### config.mk
export PLATFORM = sky130hd
export DESIGN_NAME = sample_packet_decoder
export DESIGN_NICKNAME = d
export VERILOG_FILES = /design/src/rtl/sample_pkt_pkg.sv /design/src/rtl/sample_unpacker.sv /design/src/rtl/sample_packet_decoder.sv
export SDC_FILE = /design/constraint.sdc
export NUM_CORES = 1
export LEC_CHECK = 0
export CAP_MARGIN = 10
export CORE_MARGIN = 4
export CORE_UTILIZATION = 40
export CTS_BUF_LIST = sky130_fd_sc_hd__clkbuf_8 sky130_fd_sc_hd__clkbuf_16
export CTS_CLUSTER_SIZE = 28
export DETAILED_ROUTE_END_ITERATION = 8
export MAX_ROUTING_LAYER = met4
export PLACE_DENSITY_LB_ADDON = 0.3
export SYNTH_ARGS = -nofsm -noshare
export SYNTH_HDL_FRONTEND = slang
export SYNTH_HIERARCHICAL = 1
export SYNTH_SLANG_ARGS = --single-unit
export TNS_END_PERCENT = 20
### constraint.sdc
create_clock -name i_clk -period 2.9 [get_ports i_clk]
set_input_delay 0.29 -clock i_clk [delete_from_list [all_inputs] [get_ports i_clk]]
set_output_delay 0.29 -clock i_clk [all_outputs]
set_load 0.01 [all_outputs]
### src/rtl/sample_pkt_pkg.sv
// Shared definitions for the I/Q sample packet format (decoder and encoder).
// Packet: SYNC0, SYNC1, seq, PAYLOAD_BYTES payload bytes, checksum.
package sample_pkt_pkg;

  localparam logic [7:0]  SYNC0           = 8'hA5;
  localparam logic [7:0]  SYNC1           = 8'h5A;
  localparam int unsigned PAYLOAD_BYTES   = 252;
  localparam int unsigned SAMPLES_PER_PKT = 84;
  localparam int unsigned PKT_BYTES       = 256;
  localparam int unsigned SAMPLE_W        = 12;

  typedef enum logic [2:0] {
    S_hunt0,
    S_hunt1,
    S_seq,
    S_payload,
    S_check
  } dec_state_e;

  typedef struct packed {
    logic [SAMPLE_W-1:0] i;
    logic [SAMPLE_W-1:0] q;
  } iq_sample_t;

  // Three wire bytes, MSB first: b0=I[11:4], b1={I[3:0],Q[11:8]}, b2=Q[7:0].
  function automatic iq_sample_t unpack_sample(input logic [7:0] b0,
                                               input logic [7:0] b1,
                                               input logic [7:0] b2);
    iq_sample_t s;
    s.i = {b0, b1[7:4]};
    s.q = {b1[3:0], b2};
    return s;
  endfunction

endpackage

### src/rtl/sample_unpacker.sv
// Collects three payload bytes into one 24-bit {I,Q} sample.
// Ports:
//   clk, rst    - clock, synchronous active-high reset (also clears held sample)
//   clr         - synchronous clear of the partial sample only
//   byte_stb    - payload byte valid
//   byte_idx    - byte position within the sample (0..2)
//   byte_data   - payload byte
//   sample_stb  - one-cycle pulse, registered, after the third byte
//   sample      - last completed sample, held until the next sample_stb
module sample_unpacker
  import sample_pkt_pkg::*;
(
  input  logic       clk,
  input  logic       rst,
  input  logic       clr,
  input  logic       byte_stb,
  input  logic [1:0] byte_idx,
  input  logic [7:0] byte_data,
  output logic       sample_stb,
  output iq_sample_t sample
);

  logic [7:0] b0;
  logic [7:0] b1;

  always_ff @(posedge clk) begin
    sample_stb <= 1'b0;
    if (rst) begin
      b0     <= '0;
      b1     <= '0;
      sample <= '0;
    end else if (clr) begin
      b0 <= '0;
      b1 <= '0;
    end else if (byte_stb) begin
      case (byte_idx)
        2'd0: b0 <= byte_data;
        2'd1: b1 <= byte_data;
        2'd2: begin
          sample     <= unpack_sample(b0, b1, byte_data);
          sample_stb <= 1'b1;
        end
        default: ;
      endcase
    end
  end

endmodule

### src/rtl/sample_packet_decoder.sv
// Byte-stream decoder for I/Q sample packets: sync hunt, sequence tracking,
// sample unpacking, optional checksum and inter-byte timeout.
// Optional feature macro: SAMPLE_DECODER_CHECKSUM_EN (checksum check on o_pkt_err).
// Ports:
//   i_clk, i_rst        - clock, synchronous active-high reset
//   i_stb, i_data       - received byte strobe and data
//   o_sample_stb        - decoded sample valid pulse
//   o_sample_i/q        - sample components, held between strobes
//   o_pkt_done          - end of complete packet pulse
//   o_pkt_err           - checksum failure, with o_pkt_done
//   o_seq_gap           - sequence discontinuity, with o_pkt_done
//   o_timeout           - packet abandoned after TIMEOUT_CYCLES idle clocks
module sample_packet_decoder
  import sample_pkt_pkg::*;
#(
  parameter int unsigned TIMEOUT_CYCLES = 100000
) (
  input  logic                i_clk,
  input  logic                i_rst,
  input  logic                i_stb,
  input  logic [7:0]          i_data,
  output logic                o_sample_stb,
  output logic [SAMPLE_W-1:0] o_sample_i,
  output logic [SAMPLE_W-1:0] o_sample_q,
  output logic                o_pkt_done,
  output logic                o_pkt_err,
  output logic                o_seq_gap,
  output logic                o_timeout
);

  localparam int unsigned IDLE_W = $clog2(TIMEOUT_CYCLES + 1);

  dec_state_e        state;
  logic [7:0]        byte_cnt;
  logic [1:0]        sub_idx;
  logic [IDLE_W-1:0] idle_cnt;
  logic [7:0]        cur_seq;
  logic [7:0]        prev_seq;
  logic              prev_valid;
  logic              timeout_hit_c;
  logic              unpack_clr_c;
  iq_sample_t        smp;

  // A byte arriving on the expiry cycle wins, so expiry requires !i_stb.
  assign timeout_hit_c = !i_stb && (state != S_hunt0) &&
                         (idle_cnt == IDLE_W'(TIMEOUT_CYCLES - 1));
  assign unpack_clr_c  = timeout_hit_c || (i_stb && (state == S_seq));

  // Packet framing FSM with idle timer and sequence tracking.
  always_ff @(posedge i_clk) begin
    o_pkt_done <= 1'b0;
    o_seq_gap  <= 1'b0;
    o_timeout  <= 1'b0;
    if (i_rst) begin
      state      <= S_hunt0;
      byte_cnt   <= '0;
      sub_idx    <= '0;
      idle_cnt   <= '0;
      cur_seq    <= '0;
      prev_seq   <= '0;
      prev_valid <= 1'b0;
    end else if (i_stb) begin
      idle_cnt <= '0;
      unique case (state)
        S_hunt0: if (i_data == SYNC0) state <= S_hunt1;
        S_hunt1: begin
          if (i_data == SYNC1)      state <= S_seq;
          else if (i_data != SYNC0) state <= S_hunt0;
        end
        S_seq: begin
          cur_seq  <= i_data;
          byte_cnt <= '0;
          sub_idx  <= '0;
          state    <= S_payload;
        end
        S_payload: begin
          sub_idx <= (sub_idx == 2'd2) ? 2'd0 : 2'(sub_idx + 2'd1);
          // Counter stops at the last index rather than wrapping.
          if (byte_cnt == 8'(PAYLOAD_BYTES - 1)) state <= S_check;
          else byte_cnt <= 8'(byte_cnt + 8'd1);
        end
        S_check: begin
          o_pkt_done <= 1'b1;
          o_seq_gap  <= prev_valid && (cur_seq != 8'(prev_seq + 8'd1));
          prev_seq   <= cur_seq;
          prev_valid <= 1'b1;
          state      <= S_hunt0;
        end
        default: state <= S_hunt0;
      endcase
    end else if (state != S_hunt0) begin
      if (timeout_hit_c) begin
        o_timeout <= 1'b1;
        idle_cnt  <= '0;
        state     <= S_hunt0;
      end else begin
        idle_cnt <= IDLE_W'(idle_cnt + IDLE_W'(1));
      end
    end
  end

  sample_unpacker u_unpacker (
    .clk        (i_clk),
    .rst        (i_rst),
    .clr        (unpack_clr_c),
    .byte_stb   (i_stb && (state == S_payload)),
    .byte_idx   (sub_idx),
    .byte_data  (i_data),
    .sample_stb (o_sample_stb),
    .sample     (smp)
  );

  assign o_sample_i = smp.i;
  assign o_sample_q = smp.q;

`ifdef SAMPLE_DECODER_CHECKSUM_EN
  logic [7:0] sum;
  logic       err_q;

  // Running sum of seq and payload; compared against the checksum byte.
  always_ff @(posedge i_clk) begin
    err_q <= 1'b0;
    if (i_rst) begin
      sum <= '0;
    end else if (i_stb) begin
      case (state)
        S_seq:     sum   <= i_data;
        S_payload: sum   <= 8'(sum + i_data);
        S_check:   err_q <= (i_data != sum);
        default: ;
      endcase
    end
  end

  assign o_pkt_err = err_q;
`else
  assign o_pkt_err = 1'b0;
`endif

endmodule
==> impl_metrics.tcl <==
set metrics [dict create \
    min_period_ns 2.48 \
    avgSynthCellArea_um2 9.27 \
    async_reset_ff_frac 0 \
    final_nets 510 \
    fillerInstances 1006 \
    tns_ns 0 \
    vdd_ir_drop_max_v 0.000202 \
    routed_via_density 5.14 \
    placed_cells 621 \
    rsz0062_at_grt "false" \
    htreeDepth 3 \
    dpl-instance-area_um2 4760 \
    synth_cell_types 56 \
    clk_pin_slew_worst_paths_ns 0.10 \
    start_util 0.414 \
    wl_per_cell_um 14.0 \
    cts_tree "yes" \
    relSlewSlack 0.413 \
    grt_pass1_vias 3281 \
    synth_warnings 6 \
    place_hpwl_mm 6.26 \
    status "finished clean" \
    diodes 0 \
    pin_count 40 \
    startpoint_type "flip-flop" \
    area_growth_syn_to_layout_pct 15.4 \
    worstSetupEndpointType "flip-flop" \
    final_util 0.478 \
    p_per_area_nw_per_um2 443 \
    synth_fp_nets 477 \
    power_leakage_uw 0.00167 \
    critical_path_class "reg -> reg" \
    chipWidth_um 112 \
    die_h_um 112 \
    hold_viol 0 \
    maxCapViolCount 0 \
    path_max_fanout 18 \
    postCtsSetupBuffers 0 \
    routed_wl_mm 8.95 \
    hold_path_class "reg -> reg" \
    final_common_cell "dfxtp_1" \
    drc 0 \
    grt_max_degree 61 \
    yosys_register_bits 91 \
    postSynthCellCount 463 \
    finalNonFillerCells 637 \
    synth_edf_count 0 \
    cts-resized-gates 0 \
    cts.sinks 91 \
    ys_seq_area_frac 0.424 \
    antenna_found_initial 0 \
    num_rows 37 \
    first_pass_iters 4 \
    post-route-period-util 0.855 \
    grt_pass1_wl_mm 15.2 \
    routabilityCongestion 0.823 \
    cts_root_buffer "clkbuf_8" \
    core_area_um2 10400 \
    first_iter_violations 169 \
    whs_ns 0.466 \
    fmax_mhz 403 \
    synthFlopType "dfxtp_1" \
    hold_buffers 0 \
    overflow 0 \
    drv_slew 0 \
    skew_ns 0.0106 \
    final_cell_area_um2 4960 \
    cts.path.max_buffers 2 \
    grt_usage 0.150 \
    final_cell_mix "dfxtp_1 (91), nand2b_1 (52), nand2_1 (46)" \
    setup_viol 0 \
    arrival_ns 2.71 \
    critPathRequiredTime_ns 3.13 \
    ant_nets 0 \
    syn_area_um2 4290 \
    dieArea_um2 12500 \
    clkLatencyLatePin_ns 0.36 \
    io_buffer_count 38 \
    num_vias 3274 \
    cts_buffers 9 \
    worst_slew_pin_slew_ns 0.880 \
    drive_gt1_frac 0.0778 \
]
through the flow:
step           total power (uW)  worst slack, ns
4_1_cts                    2230            0.422
3_5_place_dp               1350            0.252
5_1_grt                    2280            0.293
2_1_floorplan              1330            0.636
6_report                   2200            0.419
3_3_place_gp               1350            0.335
cell families after synthesis:
| family | synth area share |
|---|---|
| AO/OA/AOI/OAI | 0.0638 |
| XOR/XNOR | 0.0551 |
| buffers and inverters | 0.0446 |
| flip-flops | 0.424 |
| AND/OR/NAND/NOR | 0.302 |
| other | 0.000874 |
| adder cells (fa/ha/maj) | 0.00874 |
| multiplexers | 0.101 |
critical path, stage by stage, from the launching register on:
cell	delay, ns
dfxtp_1	0.43
nand2_1	0.08
or4_4	0.50
or4_4	0.60
nand2_1	0.26
buf_4	0.26
or3b_1	0.15
mux2i_1	0.07
where the power goes:
group / switching (uW) / total (uW) / internal, uW
sequential: 0.0273 / 1250 / 1250
clock: 468 / 873 / 404
combinational: 43.5 / 76.9 / 33.4
cells in the mapped netlist (3+ instances only):
cell,n,share of area
buf_6,3,0.0079
nand2_1,46,0.040
or3_1,4,0.0058
nor4_1,4,0.0058
nor2_1,35,0.031
a21oi_1,20,0.023
nand4_1,10,0.015
dfxtp_1,91,0.42
or3b_2,3,0.0061
a31oi_1,3,0.0044
nor2b_1,3,0.0044
clkbuf_1,11,0.0096
mux2i_1,42,0.098
inv_1,5,0.0044
nor3b_1,4,0.0070
buf_4,3,0.0052
and3_1,3,0.0044
buf_2,6,0.0070
ha_1,3,0.0087
xor2_1,16,0.033
nand3_1,11,0.013
nor3_1,5,0.0058
o21ai_0,7,0.0082
or3b_1,21,0.043
nand2b_1,52,0.076
xnor2_1,11,0.022
layer usage:
metal	vias to the layer above	global-route usage	part of all wire
met1	1547	0.196	0.49
met2	46	0.225	0.45
met4	0	0.0641	0.020
li1	1671	-	-
met5	-	-	0
met3	10	0.0310	0.037
registers in the layout (all words and copies together) (netlist names), 2 cells and up:
register and count:
byte_cnt 8, cur_seq 8, idle_cnt 17, prev_seq 8, state 3, sub_idx 2, u_unpacker/b0 8, u_unpacker/b1 8
u_unpacker/sample 24
final cells by class:
cell class                 count  area, um^2  share of cell area
multi-input combinational    341        2290               0.463
sequential                    91        1820               0.368
clock buffer                   9         124              0.0250
clock inverter                 7        76.3              0.0154
timing repair buffer          48         450              0.0909
inverter                       5        18.8             0.00379
tap                          136         170              0.0343
final timing paths:
kind                                      start                            endpoint  slack (ns)  cells past startpoint
setup / recovery       idle_cnt[9]$_SDFFE_PP0N_       u_unpacker/b1[4]$_SDFFE_PP0P_        0.42                      7
hold / removal    u_unpacker/b1[4]$_SDFFE_PP0P_  u_unpacker/sample[12]$_SDFFE_PP0P_        0.47                      2
setup reg to reg       idle_cnt[9]$_SDFFE_PP0N_       u_unpacker/b1[4]$_SDFFE_PP0P_        0.42                      7
hold reg to reg   u_unpacker/b1[4]$_SDFFE_PP0P_  u_unpacker/sample[12]$_SDFFE_PP0P_        0.47                      2
No activity file was read; power rests on OpenSTA's default activity.
